<file path="src/rtl/keypad_scan_ctrl.sv">
// keypad_scan_ctrl
//   Scans a ROWS x COLS matrix keypad one row at a time, debounces a single
//   key press, and reports press, auto-repeat and release events through a
//   small event FIFO with a valid/ready handshake.
//
// Ports
//   clock       system clock, rising edge
//   reset       asynchronous reset, active low
//   keyPad_col  column sense, 0 = key pressed on the driven row
//   keyPad_row  row drive, one-hot active low
//   repeat_en   allow auto-repeat events while a key is held
//   key_ready   consumer takes the head event
//   key_valid   event FIFO not empty
//   key_code    head event key index (row*COLS + col)
//   key_kind    head event type: 00 press, 01 repeat, 10 release
//   overflow    one-cycle pulse when an event is dropped on a full FIFO
//
// Debounce FSM
//   state      | meaning
//   IDLE       | no key accepted, waiting for a single pressed key
//   PRESS_DB   | same key must persist for DEBOUNCE scans before press
//   HELD       | key accepted, auto-repeat timing runs here
//   RELEASE_DB | key gone for fewer than DEBOUNCE scans
module keypad_scan_ctrl #(
  parameter int ROWS         = 4,
  parameter int COLS         = 4,
  parameter int SCAN_DIV     = 250,
  parameter int DEBOUNCE     = 3,
  parameter int REPEAT_DELAY = 40,
  parameter int REPEAT_RATE  = 10,
  parameter int DEPTH        = 4
) (
  input  logic                            clock,
  input  logic                            reset,
  input  logic [COLS-1:0]                 keyPad_col,
  output logic [ROWS-1:0]                 keyPad_row,
  input  logic                            repeat_en,
  input  logic                            key_ready,
  output logic                            key_valid,
  output logic [$clog2(ROWS*COLS)-1:0]    key_code,
  output logic [1:0]                      key_kind,
  output logic                            overflow
);

  localparam int NKEYS   = ROWS * COLS;
  localparam int KW      = $clog2(NKEYS);
  localparam int RW      = $clog2(ROWS);
  localparam int DW      = $clog2(SCAN_DIV);
  localparam int AW      = $clog2(DEPTH);
  localparam int REP_MAX = (REPEAT_DELAY > REPEAT_RATE) ? REPEAT_DELAY : REPEAT_RATE;
  localparam int PW      = $clog2(REP_MAX + 1);

  localparam logic [1:0] KIND_PRESS   = 2'b00;
  localparam logic [1:0] KIND_REPEAT  = 2'b01;
  localparam logic [1:0] KIND_RELEASE = 2'b10;

  localparam logic [3:0]    DB_N    = 4'(DEBOUNCE);
  localparam logic [PW-1:0] RD_N    = PW'(REPEAT_DELAY);
  localparam logic [PW-1:0] RR_N    = PW'(REPEAT_RATE);
  localparam logic [RW-1:0] ROW_END = RW'(ROWS - 1);
  localparam logic [DW-1:0] DIV_END = DW'(SCAN_DIV - 1);

  // ---------------------------------------------------------------- scanner
  logic [DW-1:0]    div_cnt;
  logic [RW-1:0]    row_idx;
  logic [NKEYS-1:0] snap;
  logic             scan_done;
  logic             dwell_end;

  assign dwell_end = (div_cnt == DIV_END);

  always_ff @(posedge clock or negedge reset) begin
    if (!reset) begin
      div_cnt   <= '0;
      row_idx   <= '0;
      snap      <= '0;
      scan_done <= 1'b0;
    end else begin
      scan_done <= dwell_end && (row_idx == ROW_END);
      if (dwell_end) begin
        div_cnt <= '0;
        row_idx <= (row_idx == ROW_END) ? '0 : row_idx + RW'(1);
        for (int i = 0; i < ROWS; i++) begin
          if (row_idx == RW'(i)) snap[i*COLS +: COLS] <= ~keyPad_col;
        end
      end else begin
        div_cnt <= div_cnt + DW'(1);
      end
    end
  end

  always_comb begin
    keyPad_row = '1;
    for (int i = 0; i < ROWS; i++) begin
      if (row_idx == RW'(i)) keyPad_row[i] = 1'b0;
    end
  end

  // Candidate is valid only when exactly one key is down (power-of-two test).
  logic          cand_ok;
  logic [KW-1:0] cand_now;

  always_comb begin
    cand_now = '0;
    for (int i = NKEYS - 1; i >= 0; i--) begin
      if (snap[i]) cand_now = KW'(i);
    end
    cand_ok = (snap != '0) && ((snap & (snap - NKEYS'(1))) == '0);
  end

  // --------------------------------------------------------------- debounce
  typedef enum logic [1:0] {IDLE, PRESS_DB, HELD, RELEASE_DB} state_t;

  state_t        state, state_nxt;
  logic [KW-1:0] cand, cand_nxt;
  logic [3:0]    db_cnt, db_nxt;
  logic [PW-1:0] rep_cnt, rep_nxt;
  logic          rep_armed, rep_armed_nxt;  // first REPEAT_DELAY has elapsed
  logic          push;
  logic [1:0]    push_kind;
  logic [KW-1:0] push_code;
  logic          same;

  assign same = cand_ok && (cand_now == cand);

  always_ff @(posedge clock or negedge reset) begin
    if (!reset) begin
      state     <= IDLE;
      cand      <= '0;
      db_cnt    <= '0;
      rep_cnt   <= '0;
      rep_armed <= 1'b0;
    end else begin
      state     <= state_nxt;
      cand      <= cand_nxt;
      db_cnt    <= db_nxt;
      rep_cnt   <= rep_nxt;
      rep_armed <= rep_armed_nxt;
    end
  end

  always_comb begin
    state_nxt     = state;
    cand_nxt      = cand;
    db_nxt        = db_cnt;
    rep_nxt       = rep_cnt;
    rep_armed_nxt = rep_armed;
    push          = 1'b0;
    push_kind     = KIND_PRESS;
    push_code     = cand;

    if (scan_done) begin
      case (state)
        IDLE: begin
          if (cand_ok) begin
            cand_nxt  = cand_now;
            push_code = cand_now;
            if (DB_N == 4'd1) begin
              push          = 1'b1;
              rep_nxt       = '0;
              rep_armed_nxt = 1'b0;
              db_nxt        = '0;
              state_nxt     = HELD;
            end else begin
              db_nxt    = 4'd1;
              state_nxt = PRESS_DB;
            end
          end
        end

        PRESS_DB: begin
          if (same) begin
            if (db_cnt + 4'd1 == DB_N) begin
              push          = 1'b1;
              rep_nxt       = '0;
              rep_armed_nxt = 1'b0;
              db_nxt        = '0;
              state_nxt     = HELD;
            end else begin
              db_nxt = db_cnt + 4'd1;
            end
          end else begin
            db_nxt    = '0;
            state_nxt = IDLE;
          end
        end

        HELD: begin
          if (!same) begin
            if (DB_N == 4'd1) begin
              push      = 1'b1;
              push_kind = KIND_RELEASE;
              db_nxt    = '0;
              state_nxt = IDLE;
            end else begin
              db_nxt    = 4'd1;
              state_nxt = RELEASE_DB;
            end
          end else if (repeat_en) begin
            if (rep_cnt + PW'(1) == (rep_armed ? RR_N : RD_N)) begin
              push          = 1'b1;
              push_kind     = KIND_REPEAT;
              rep_nxt       = '0;
              rep_armed_nxt = 1'b1;
            end else begin
              rep_nxt = rep_cnt + PW'(1);
            end
          end else begin
            rep_nxt = '0;
          end
        end

        RELEASE_DB: begin
          if (same) begin
            // Bounce back: repeat timing resumes where it left off.
            db_nxt    = '0;
            state_nxt = HELD;
          end else if (db_cnt + 4'd1 == DB_N) begin
            push      = 1'b1;
            push_kind = KIND_RELEASE;
            db_nxt    = '0;
            state_nxt = IDLE;
          end else begin
            db_nxt = db_cnt + 4'd1;
          end
        end

        default: state_nxt = IDLE;
      endcase
    end
  end

  // ------------------------------------------------------------- event FIFO
  logic [KW+1:0] mem [DEPTH];
  logic [AW-1:0] wr_ptr, rd_ptr;
  logic [AW:0]   count;
  logic          full, pop, do_push;

  assign key_valid = (count != '0);
  assign full      = (count == (AW+1)'(DEPTH));
  assign pop       = key_valid && key_ready;
  // A full FIFO still accepts a push when the head leaves in the same cycle.
  assign do_push   = push && (!full || pop);

  always_ff @(posedge clock or negedge reset) begin
    if (!reset) begin
      for (int i = 0; i < DEPTH; i++) mem[i] <= '0;
      wr_ptr   <= '0;
      rd_ptr   <= '0;
      count    <= '0;
      overflow <= 1'b0;
    end else begin
      overflow <= push && full && !pop;
      if (do_push) begin
        mem[wr_ptr] <= {push_kind, push_code};
        wr_ptr      <= wr_ptr + AW'(1);
      end
      if (pop) rd_ptr <= rd_ptr + AW'(1);
      case ({do_push, pop})
        2'b10:   count <= count + (AW+1)'(1);
        2'b01:   count <= count - (AW+1)'(1);
        default: count <= count;
      endcase
    end
  end

  assign key_code = key_valid ? mem[rd_ptr][KW-1:0]    : '0;
  assign key_kind = key_valid ? mem[rd_ptr][KW+1:KW]   : 2'b00;

endmodule

</file>
<file path="config.mk">
export PLATFORM = sky130hd
export DESIGN_NAME = keypad_scan_ctrl
export DESIGN_NICKNAME = d
export VERILOG_FILES = /design/src/rtl/keypad_scan_ctrl.sv
export SDC_FILE = /design/constraint.sdc
export NUM_CORES = 1
export LEC_CHECK = 0
export CAP_MARGIN = 20
export CORE_MARGIN = 8
export CORE_UTILIZATION = 60
export DETAILED_ROUTE_END_ITERATION = 7
export PLACE_DENSITY_LB_ADDON = 0.12
export REMOVE_ABC_BUFFERS = 1
export SYNTH_ARGS = -nofsm -noshare
export SYNTH_HDL_FRONTEND = slang
export SYNTH_SLANG_ARGS = --single-unit
</file>
<file path="constraint.sdc">
create_clock -name clock -period 6.6 [get_ports clock]
set_clock_uncertainty 0.15 [all_clocks]
set_input_delay 0.66 -clock clock [delete_from_list [all_inputs] [get_ports clock]]
set_output_delay 0.66 -clock clock [all_outputs]
set_load 0.01 [all_outputs]
</file>
======== Word-level counts from Yosys, hierarchy flattened ========
Index checks and enable logic that the tools add are counted.
word-level totals
  register bits after elaboration ......... 76
  output and inout bits ................... 12
  logic and storage cells ................. 159
operators by class
  add/subtract/negate cells ............... 9
  magnitude comparators ................... 3
  equality and inequality tests ........... 22
  mux-type cells .......................... 75
  bitwise logic cells ..................... 4
  reductions and logical operators ........ 26
operators with widths
  kind                                                count
  2-to-1 mux 4 bit                                    25
  2-to-1 mux 6 bit                                    9
  bitwise mux 24 bit                                  1
  2-to-1 mux 2 bit                                    11
  2-to-1 mux 1 bit                                    19
  AND 16 bit                                          1
  logical NOT 16 bit                                  1
  case mux 4 bit (4 select lines)                     1
  nonzero test 16 bit                                 1
  subtractor 16 x 1 -> 16 bit, second input constant  1
  inequality test 2 bit, second input constant        7
  binary-select mux 6 bit (select 2 bit)              1
  demux 6 bit (select 2 bit)                          1
  case mux 6 bit (2 select lines)                     1
  == test 2 bit, second input constant                5
  AND reduction 5 bit                                 2
  adder 8 x 1 -> 8 bit, second input constant         1
  == test 8 bit, second input constant                1
  logical AND 1 bit                                   8
  2-to-1 mux 8 bit                                    1
  case mux 2 bit (4 select lines)                     1
  AND reduction 2 bit                                 4
  AND reduction 7 bit                                 1
  adder 2 x 1 -> 2 bit, second input constant         3
  24 further kinds                                    32

======== Depth between registers and ports, before layout ========
Gate-level depths: netlist of the first run.
  word-level depth ........................ 24
  gate-level depth with buffers ........... 14
  gate-level depth less buffers ........... 14

======== Worst setup path after synthesis of the first run ========
OpenSTA, ideal clock, no wires.
  path kind ............................... reg2reg
  start point ............................. reg snap[0]
  end point ............................... reg count[2]
  arrival time ............................ 3,366 ps
  path slack .............................. 3,004 ps
  stages on the path, launching flop included .. 15
  buffers on the path ..................... 1
  clock period less this slack ............ 3,596 ps
  cells stage by stage .................... dfrtp_1 -> buf_6 -> or4_4 -> or4_1 -> o311ai_1 -> a21oi_2 -> a211oi_4 -> a21boi_2 -> o21ai_2 -> ha_1 -> inv_1 -> fa_1 -> xor2_1 -> nor2_1 -> xor2_1
between the ends
  word-level cells in the longest chain between the ends .. 11
ends and longest elaborated chain
  what                                                                          line           text
  from (decl)                                                                   66             logic [NKEYS-1:0] snap;
  from (signal, indexed assignment)                                             84             if (row_idx == RW'(i)) snap[i*COLS +: COLS] <= ~keyPad_col;
  subtractor 16 x 1 -> 16 bit                                                   108            cand_ok = (snap != '0) && ((snap & (snap - NKEYS'(1))) == '0);
  AND 16 bit                                                                    108
  logical NOT 16 bit                                                            108
  logical AND 1 bit                                                             108
  logical AND 1 bit (*)                                                         124            assign same = cand_ok && (cand_now == cand);
  2-to-1 mux 1 bit (on tied branches)                                           214, 172, 189
  case mux 1 bit (3 select lines) (*)                                           153            case (state)
  2-to-1 mux 1 bit (*)                                                          152            if (scan_done) begin
  logical AND 1 bit (*)                                                         243            assign do_push = push && (!full || pop);
  == test 2 x 1 -> 1 bit / == test 2 bit (equally long branches)                259            case ({do_push, pop})
  case mux 3 bit (2 select lines) / nonzero test 2 bit (equally long branches)  -
  to (signal assigned)                                                          260            2'b10: count <= count + (AW+1)'(1);
  to (signal assigned)                                                          261            2'b01: count <= count - (AW+1)'(1);
  to (signal assigned)                                                          262            default: count <= count;
  to (decl)                                                                     236            logic [AW:0] count;
Mark *: on every way between the ends. The rest lies on a longest branch, timed or not.
A chain may end at the register's enable or synchronous reset.

======== Worst setup path after layout of the first run ========
  start point ............................. reg snap[4]
  end point ............................... reg count[2]
between the ends
  word-level cells in the longest chain between the ends .. 13
ends and longest elaborated chain
  what                                                                          line
  branches (longest 6 deep; another with subtractor 16 x 1 -> 16 bit)           -
  logical AND 1 bit (*)                                                         124
  2-to-1 mux 1 bit (on tied branches)                                           214, 172, 189
  case mux 1 bit (3 select lines) (*)                                           153
  2-to-1 mux 1 bit (*)                                                          152
  logical AND 1 bit (*)                                                         243
  == test 2 x 1 -> 1 bit / == test 2 bit (equally long branches)                259
  case mux 3 bit (2 select lines) / nonzero test 2 bit (equally long branches)  -
Mark *: on every way between the ends.

==> parameters.txt, run 1 <==
Parameter                              Value

Status
  Status ... completed

Clock network
  Resize count post-CTS ... 0
  Number of buffers inserted for hold repair after clock tree synthesis ... 0
  Clock tree from TritonCTS ... built
  Deepest clock path buffer count ... 2
  H-Tree Level Count ... 3
  Sink Count ... 76
  Clock edge transition at the registers on the reported setup and hold paths ... 0.08 ns
  CTS Root Buffer Type ... clkbuf_8
  Count of buffers added by post-CTS timing repair for setup ... 0
  TritonCTS buffer count ... 9
  Insertion delay to the later sink of the worst-skew pair ... 0.34 ns

Detailed routing
  Number of DRC markers in iteration 0 ... 94
  Drt total wl ... 8460 um
  Via count ... 3,077
  Vias per inst ... 5.79
  Detail Route met2 WL ... 4160 um
  Length of routed met3 wiring ... 322 um
  Final ANT Viol Nets ... 0
  Highest routing layer actually used ... met4
  Detailed-router iteration count before antenna repair ... 4
  Metal1 wirelength ... 3880 um
  Average wire length per cell after detail routing ... 15.9 um
  Drc violations ... 0

Floorplanning
  Core outline area ... 0.00714 mm2
  Total die area ... 0.0103 mm2
  Chip Height ... 101 um
  I/O pin count ... 20
  Starting density of the core ... 0.612
  Die W ... 101 um
  Total number of placement rows ... 31

STA
  Worst hold slack ... 0.279 ns
  Worst Tran Pin Value ... 0.941 ns
  Remaining max-slew budget at the tightest pin ... 0.373
  Setup TNS ... 0 ns
  Final Slew Violations ... 0
  Max Clock Freq ... 259 MHz
  Setup repair after global routing missed its margin ... false
  Final setup violating endpoints ... 0
  Final period demand of the worst path ... 3.86 ns
  Number of endpoints with negative hold slack in the final report ... 0
  Share of the cycle needed by the critical path after routing ... 0.585

Cells and area
  Diode count ... 0
  Share of cells above drive strength 1 ... 0.167
  Signed area change from the synthesized netlist to the final layout ... 10.3%
  Filler cell count ... 580
  Final nets ... 450

Yosys
  Number of flip-flops and latches in the synthesized netlist ... 76
  Syn Area/Cell ... 10.7 um2
  Most frequently used cell type in the post-synthesis netlist ... dfrtp_1
  Cell Area, Synth ... 0.00437 mm2
  Number of distinct library cells after synthesis ... 73
  Post-synth top flop ... dfrtp_1
  Number of standard cells after synthesis ... 407
  Portion of synthesized cell area occupied by the leading cell type ... 0.435
  Leading cell types by total area after synthesis ... dfrtp_1 (44%), mux2_4 (7.9%), ha_1 (4.0%), o21ai_0 (3.9%), nand2_1 (3.6%)
  Number of enable flip-flop cells after synthesis ... 0
  Asr flop ratio synth ... 1.00
  Top cells by count, synth ... dfrtp_1 (76), nand2_1 (42), o21ai_0 (34), nor2_1 (31), inv_1 (26)
  Share of the yosys chip area belonging to registers ... 0.435
  Cell type contributing the most total cell area after synthesis ... dfrtp_1
  Warning count from the yosys run ... 0

Worst setup path
  Setup Crit Path Kind ... reg2reg
  Data arrival time at the worst-slack endpoint ... 3.98 ns
  Kind of launch point of the worst setup path ... flop
  CP Launch Point ... snap[4]
  Worst Reg-to-Reg Cells ... 13
  Maximum fanout along the worst path ... 7
  Start of the worst register-to-register path ... snap[4]
  Sort of element at the end of the critical path ... flop
  Critical path data required time ... 6.72 ns

Worst hold path
  Worst min path class ... in2async

Place
  Count of port buffers added during placement ... 19
  Final HPWL DP ... 6080 um
  GPL Wtd Cong ... 0.828

Pwr
  Worst supply voltage drop on vdd ... 0.135 mV
  Leakage component of the power ... 2.09 nW
  P per Cell Area ... 172 mW/mm2

Run
  Max-cap viol count ... 0

Global routing
  Vias in the first global route ... 3,122
  Initial antenna violation count ... 0
  Global-route congestion overflow total ... 0
  Maximum number of pins on one net before global-route repair ... 77
  Wire length of the first global-routing pass ... 15,000 um
  Global Route Usage Sum ... 0.184
## power breakdown
group | switching (W) | total, W | internal (W)
combinational | 0.0000103 | 0.0000138 | 0.00000351
sequential | 0 | 0.000465 | 0.000465
clock | 0.000174 | 0.000351 | 0.000177
## per-stage QoR
| stage | power [W] | util | setup slack, ns | cells | area, um2 |
|---|---|---|---|---|---|
| floorplan | 0.000475 | - | 3.01 | 397 | 4310 |
| global route | 0.000863 | 0.675 | 2.44 | 531 | 4820 |
| global placement | 0.000489 | 0.648 | 2.88 | 515 | 4630 |
| CTS | 0.000841 | 0.675 | 2.75 | 531 | 4820 |
| detailed placement | 0.000489 | 0.648 | 2.77 | 515 | 4630 |
| finish | 0.000830 | 0.675 | 2.74 | 531 | 4820 |
## per-layer routing
layer / vias up / GRT usage
li1: 1506 / -
met1: 1498 / 0.243
met2: 65 / 0.297
met3: 8 / 0.0337
met4: 0 / 0.0619
met5: - / 0
## layout make-up
class,count,area [um2],area share
clock buffer,11,131,0.0273
clock inverter,5,60.1,0.0125
tap,99,124,0.0257
timing repair buffer,19,188,0.0390
inverter,26,97.6,0.0203
sequential,76,1900,0.395
multi-input combinational,295,2310,0.481
## flip-flops by register name, indices dropped and copies added, names as in the netlist, named ones only
signal,flops
cand,4
count,3
db_cnt,4
div_cnt,8
mem,24
overflow,1
rd_ptr,2
rep_armed,1
rep_cnt,6
row_idx,2
scan_done,1
snap,16
state,1
wr_ptr,2
## worst paths after layout
check                                   to  slack [ns]
worst max register to register    count[2]        2.74
worst min register to register     mem[23]        0.33
worst max-delay path              count[2]        2.74
max in group asynchronous          snap[5]        5.38
worst min-delay path            rep_cnt[2]        0.28
min in group clock                 mem[23]        0.33
## worst max-delay path: stages (launching register included)
cell and delay (ns):
dfrtp_1 0.46, nor4_4 0.45, nand2_2 0.14, a2111oi_0 0.49
nor3_1 0.16, nor3_4 0.45, a21boi_2 0.18, o21ai_2 0.25
ha_1 0.22, inv_1 0.06, fa_1 0.37, xor2_1 0.15
nor2_1 0.11, xor2_1 0.15
## layout by cell type (no fill, tap or decap), types with 2 or more instances in the layout
cell / n
xnor2_1: 6
mux2_4: 23
nor4_4: 3
clkbuf_8: 9
xor2_1: 6
nand4_1: 3
o31ai_1: 5
o211ai_1: 2
o2bb2ai_1: 6
or3_1: 5
nand2b_1: 3
o311ai_1: 2
mux2i_1: 2
a21oi_1: 12
o21ai_0: 34
nor4_1: 3
nor3b_1: 3
nor3_1: 5
and3_1: 2
and4_2: 2
a2111oi_0: 4
nand2_1: 42
and2_1: 8
a21oi_4: 3
a21boi_0: 3
clkbuf_1: 2
nor2b_1: 2
clkdlybuf4s50_1: 18
mux4_2: 6
inv_1: 26
dfrtp_1: 76
ha_1: 14
a31o_2: 2
and4_1: 2
nand3_1: 12
nor2_1: 31
a211o_1: 3
## logic make-up after synthesis
group / share of synthesized area
AOI/OAI and AO/OA: 0.161
xor gates and xnor gates: 0.0241
adders and majority gates: 0.0473
buffers and inverters: 0.0347
DFF: 0.435
muxes: 0.117
and+or+nand+nor: 0.181
(Power assumes the default switching activity.)
==> run 2: changes to the inputs <==
==> constraint.sdc (replaced) <==
create_clock -name clock -period 4 [get_ports clock]
set_clock_uncertainty 0.15 [all_clocks]
set_input_delay 0.4 -clock clock [delete_from_list [all_inputs] [get_ports clock]]
set_output_delay 0.4 -clock clock [all_outputs]
set_load 0.01 [all_outputs]
==> parameters.txt, run 2 (synthesis results as in run 1) <==
Parameter                              Value

Status
  Status ... completed

Clock network
  Clock tree from TritonCTS ... built
  TritonCTS buffer count ... 9
  Resize count post-CTS ... 0
  Deepest clock path buffer count ... 2
  H-Tree Level Count ... 3
  Insertion delay to the later sink of the worst-skew pair ... 0.35 ns
  Sink Count ... 76
  Number of buffers inserted for hold repair after clock tree synthesis ... 0
  Count of buffers added by post-CTS timing repair for setup ... 0
  CTS Root Buffer Type ... clkbuf_8
  Clock edge transition at the registers on the reported setup and hold paths ... 0.08 ns

Place
  Post-DP Area ... 0.00465 mm2
  Final HPWL DP ... 6070 um
  Count of port buffers added during placement ... 19
  GPL Wtd Cong ... 0.804
  Post-Place Worst Slack ... 0.350 ns

Cells and area
  Final design utilization ... 0.684
  Most frequent standard cell in the layout excluding fill and tap cells ... dfrtp_1
  Top register by number of flip-flops ... mem
  Highest-count cells in the layout ignoring fill and taps ... dfrtp_1 (76), nand2_1 (42), o21ai_0 (34)
  Final nets ... 453
  Filler cell count ... 558
  Signed area change from the synthesized netlist to the final layout ... 11.7%
  Biggest regs ... mem x24, snap x16, div_cnt x8
  Post-route cell area ... 0.00488 mm2
  Diode count ... 0
  Flip-flop count of the largest register after layout ... 24
  Share of cells above drive strength 1 ... 0.177

Global routing
  Met3 demand-to-capacity share in global routing ... 0.0289
  Vias in the first global route ... 3,008
  Global-route congestion overflow total ... 0
  Met2 track demand over resource in global routing ... 0.298
  Global Route Usage Sum ... 0.181
  Wire length of the first global-routing pass ... 14,700 um
  Highest-utilization routing layer at the global route stage ... met2
  GR Util met1 ... 0.233
  Maximum number of pins on one net before global-route repair ... 77
  Initial antenna violation count ... 0

Worst setup path
  Start of the worst register-to-register path ... snap[1]
  Setup Crit Path Kind ... reg2reg
  Data arrival time at the worst-slack endpoint ... 3.80 ns
  WP buf/inv ... 1
  Critical path data required time ... 4.13 ns
  Cells along the critical path ... or4_4, or4_1, o311ai_1, a21oi_2, a211oi_4, a21boi_2, o21ai_2, ha_1, inv_1, fa_1, xor2_1, nor2_1, xor2_1
  Crit path max-delay cell type ... or4_4
  Sort of element at the end of the critical path ... flop
  CP Launch Point ... snap[1]
  Cell type with the highest occurrence count on the critical path ... xor2_1
  Maximum fanout along the worst path ... 7
  Kind of launch point of the worst setup path ... flop
  Slowest Stage Delay on Critical Path ... 0.60 ns
  Family with the most delay on the worst path ... simple AND/OR/NAND/NOR gates

Floorplanning
  Total die area ... 0.0103 mm2
  Starting density of the core ... 0.612
  Die W ... 101 um
  Total number of placement rows ... 31
  I/O pin count ... 20
  Chip Height ... 101 um
  Core outline area ... 0.00714 mm2

Detailed routing
  Via count ... 3,095
  Average wire length per cell after detail routing ... 16.1 um
  Number of DRC markers in iteration 0 ... 112
  Drc violations ... 0
  Vias per inst ... 5.80
  Drt total wl ... 8620 um
  Final ANT Viol Nets ... 0
  Detailed-router iteration count before antenna repair ... 4

STA
  Least setup slack across all paths after layout ... 0.328 ns
  Worst hold slack ... 0.0102 ns
  Remaining max-slew budget at the tightest pin ... 0.373
  Number of endpoints with negative hold slack in the final report ... 0
  Setup repair after global routing missed its margin ... false
  Max Clock Freq ... 272 MHz
  Final setup violating endpoints ... 0
  Worst Tran Pin Value ... 0.940 ns
  Setup TNS ... 0 ns
  Share of the cycle needed by the critical path after routing ... 0.918
  Final Slew Violations ... 0
  Final period demand of the worst path ... 3.67 ns

Pwr
  P per Cell Area ... 301 mW/mm2
  Leakage component of the power ... 2.13 nW
  Worst supply voltage drop on vdd ... 0.199 mV

Run
  Max-cap viol count ... 0

Worst hold path
  Worst min path class ... in2async
==> run 2: changes by cell type in the layout (fill, tap and decap cells not counted) <==
cell / previous run / this run
inv_6: 1 / 2
inv_8: 0 / 1
clkinv_4: 1 / 0
bufinv_16: 1 / 2
buf_4: 1 / 4
clkbuf_8: 9 / 10
clkinvlp_4: 1 / 0
clkbuf_1: 2 / 0
==> run 2: stage by stage <==
stage	power [W]	instances
6_report	0.00147	534
5_1_grt	0.00153	534
4_1_cts	0.00149	534
3_5_place_dp	0.000807	518
3_3_place_gp	0.000807	518
2_1_floorplan	0.000783	397
==> run 2: power by group <==
| group | internal, W | total, W | switching, W | leakage [nW] |
|---|---|---|---|---|
| clock network | 0.000376 | 0.000680 | 0.000304 | 0.119 |
| registers | 0.000767 | 0.000767 | 0 | 0.943 |
| logic | 0.00000579 | 0.0000231 | 0.0000173 | 1.07 |
| total | 0.00115 | 0.00147 | 0.000321 | 2.13 |
==> run 2: final timing paths <==
path,endpoint,slack [ns],cells past startpoint
max,count[2],0.33,13
min in group clock,count[2],0.33,1
max reg2reg,count[2],0.33,13
max in group asynchronous,snap[4],3.05,1
min reg2reg,count[2],0.33,1
min,rep_cnt[2],0.01,1
==> run 2: final cells by class <==
class / instances / area, um2 / share of cell area
flip-flops and latches: 76 / 1900 / 0.390
clock inverters: 6 / 93.8 / 0.0192
clock buffers: 10 / 138 / 0.0282
multi-input cells: 295 / 2310 / 0.474
inverters: 26 / 97.6 / 0.0200
well taps: 99 / 124 / 0.0254
repair buffers: 22 / 210 / 0.0431
==> run 2: per-layer routing <==
layer,up-vias,part of all wire,wire length (um)
met2,58,0.49,4270
met4,0,0.013,110
met5,-,0,0
met1,1520,0.46,4000
li1,1507,-,-
met3,10,0.029,253
==> run 2: worst register-to-register path, cell delays in order (launching register included) <==
cell,delay (ns)
dfrtp_1,0.48
or4_4,0.60
or4_1,0.48
o311ai_1,0.12
a21oi_2,0.09
a211oi_4,0.25
a21boi_2,0.14
o21ai_2,0.22
ha_1,0.22
inv_1,0.06
fa_1,0.37
xor2_1,0.15
nor2_1,0.11
xor2_1,0.15
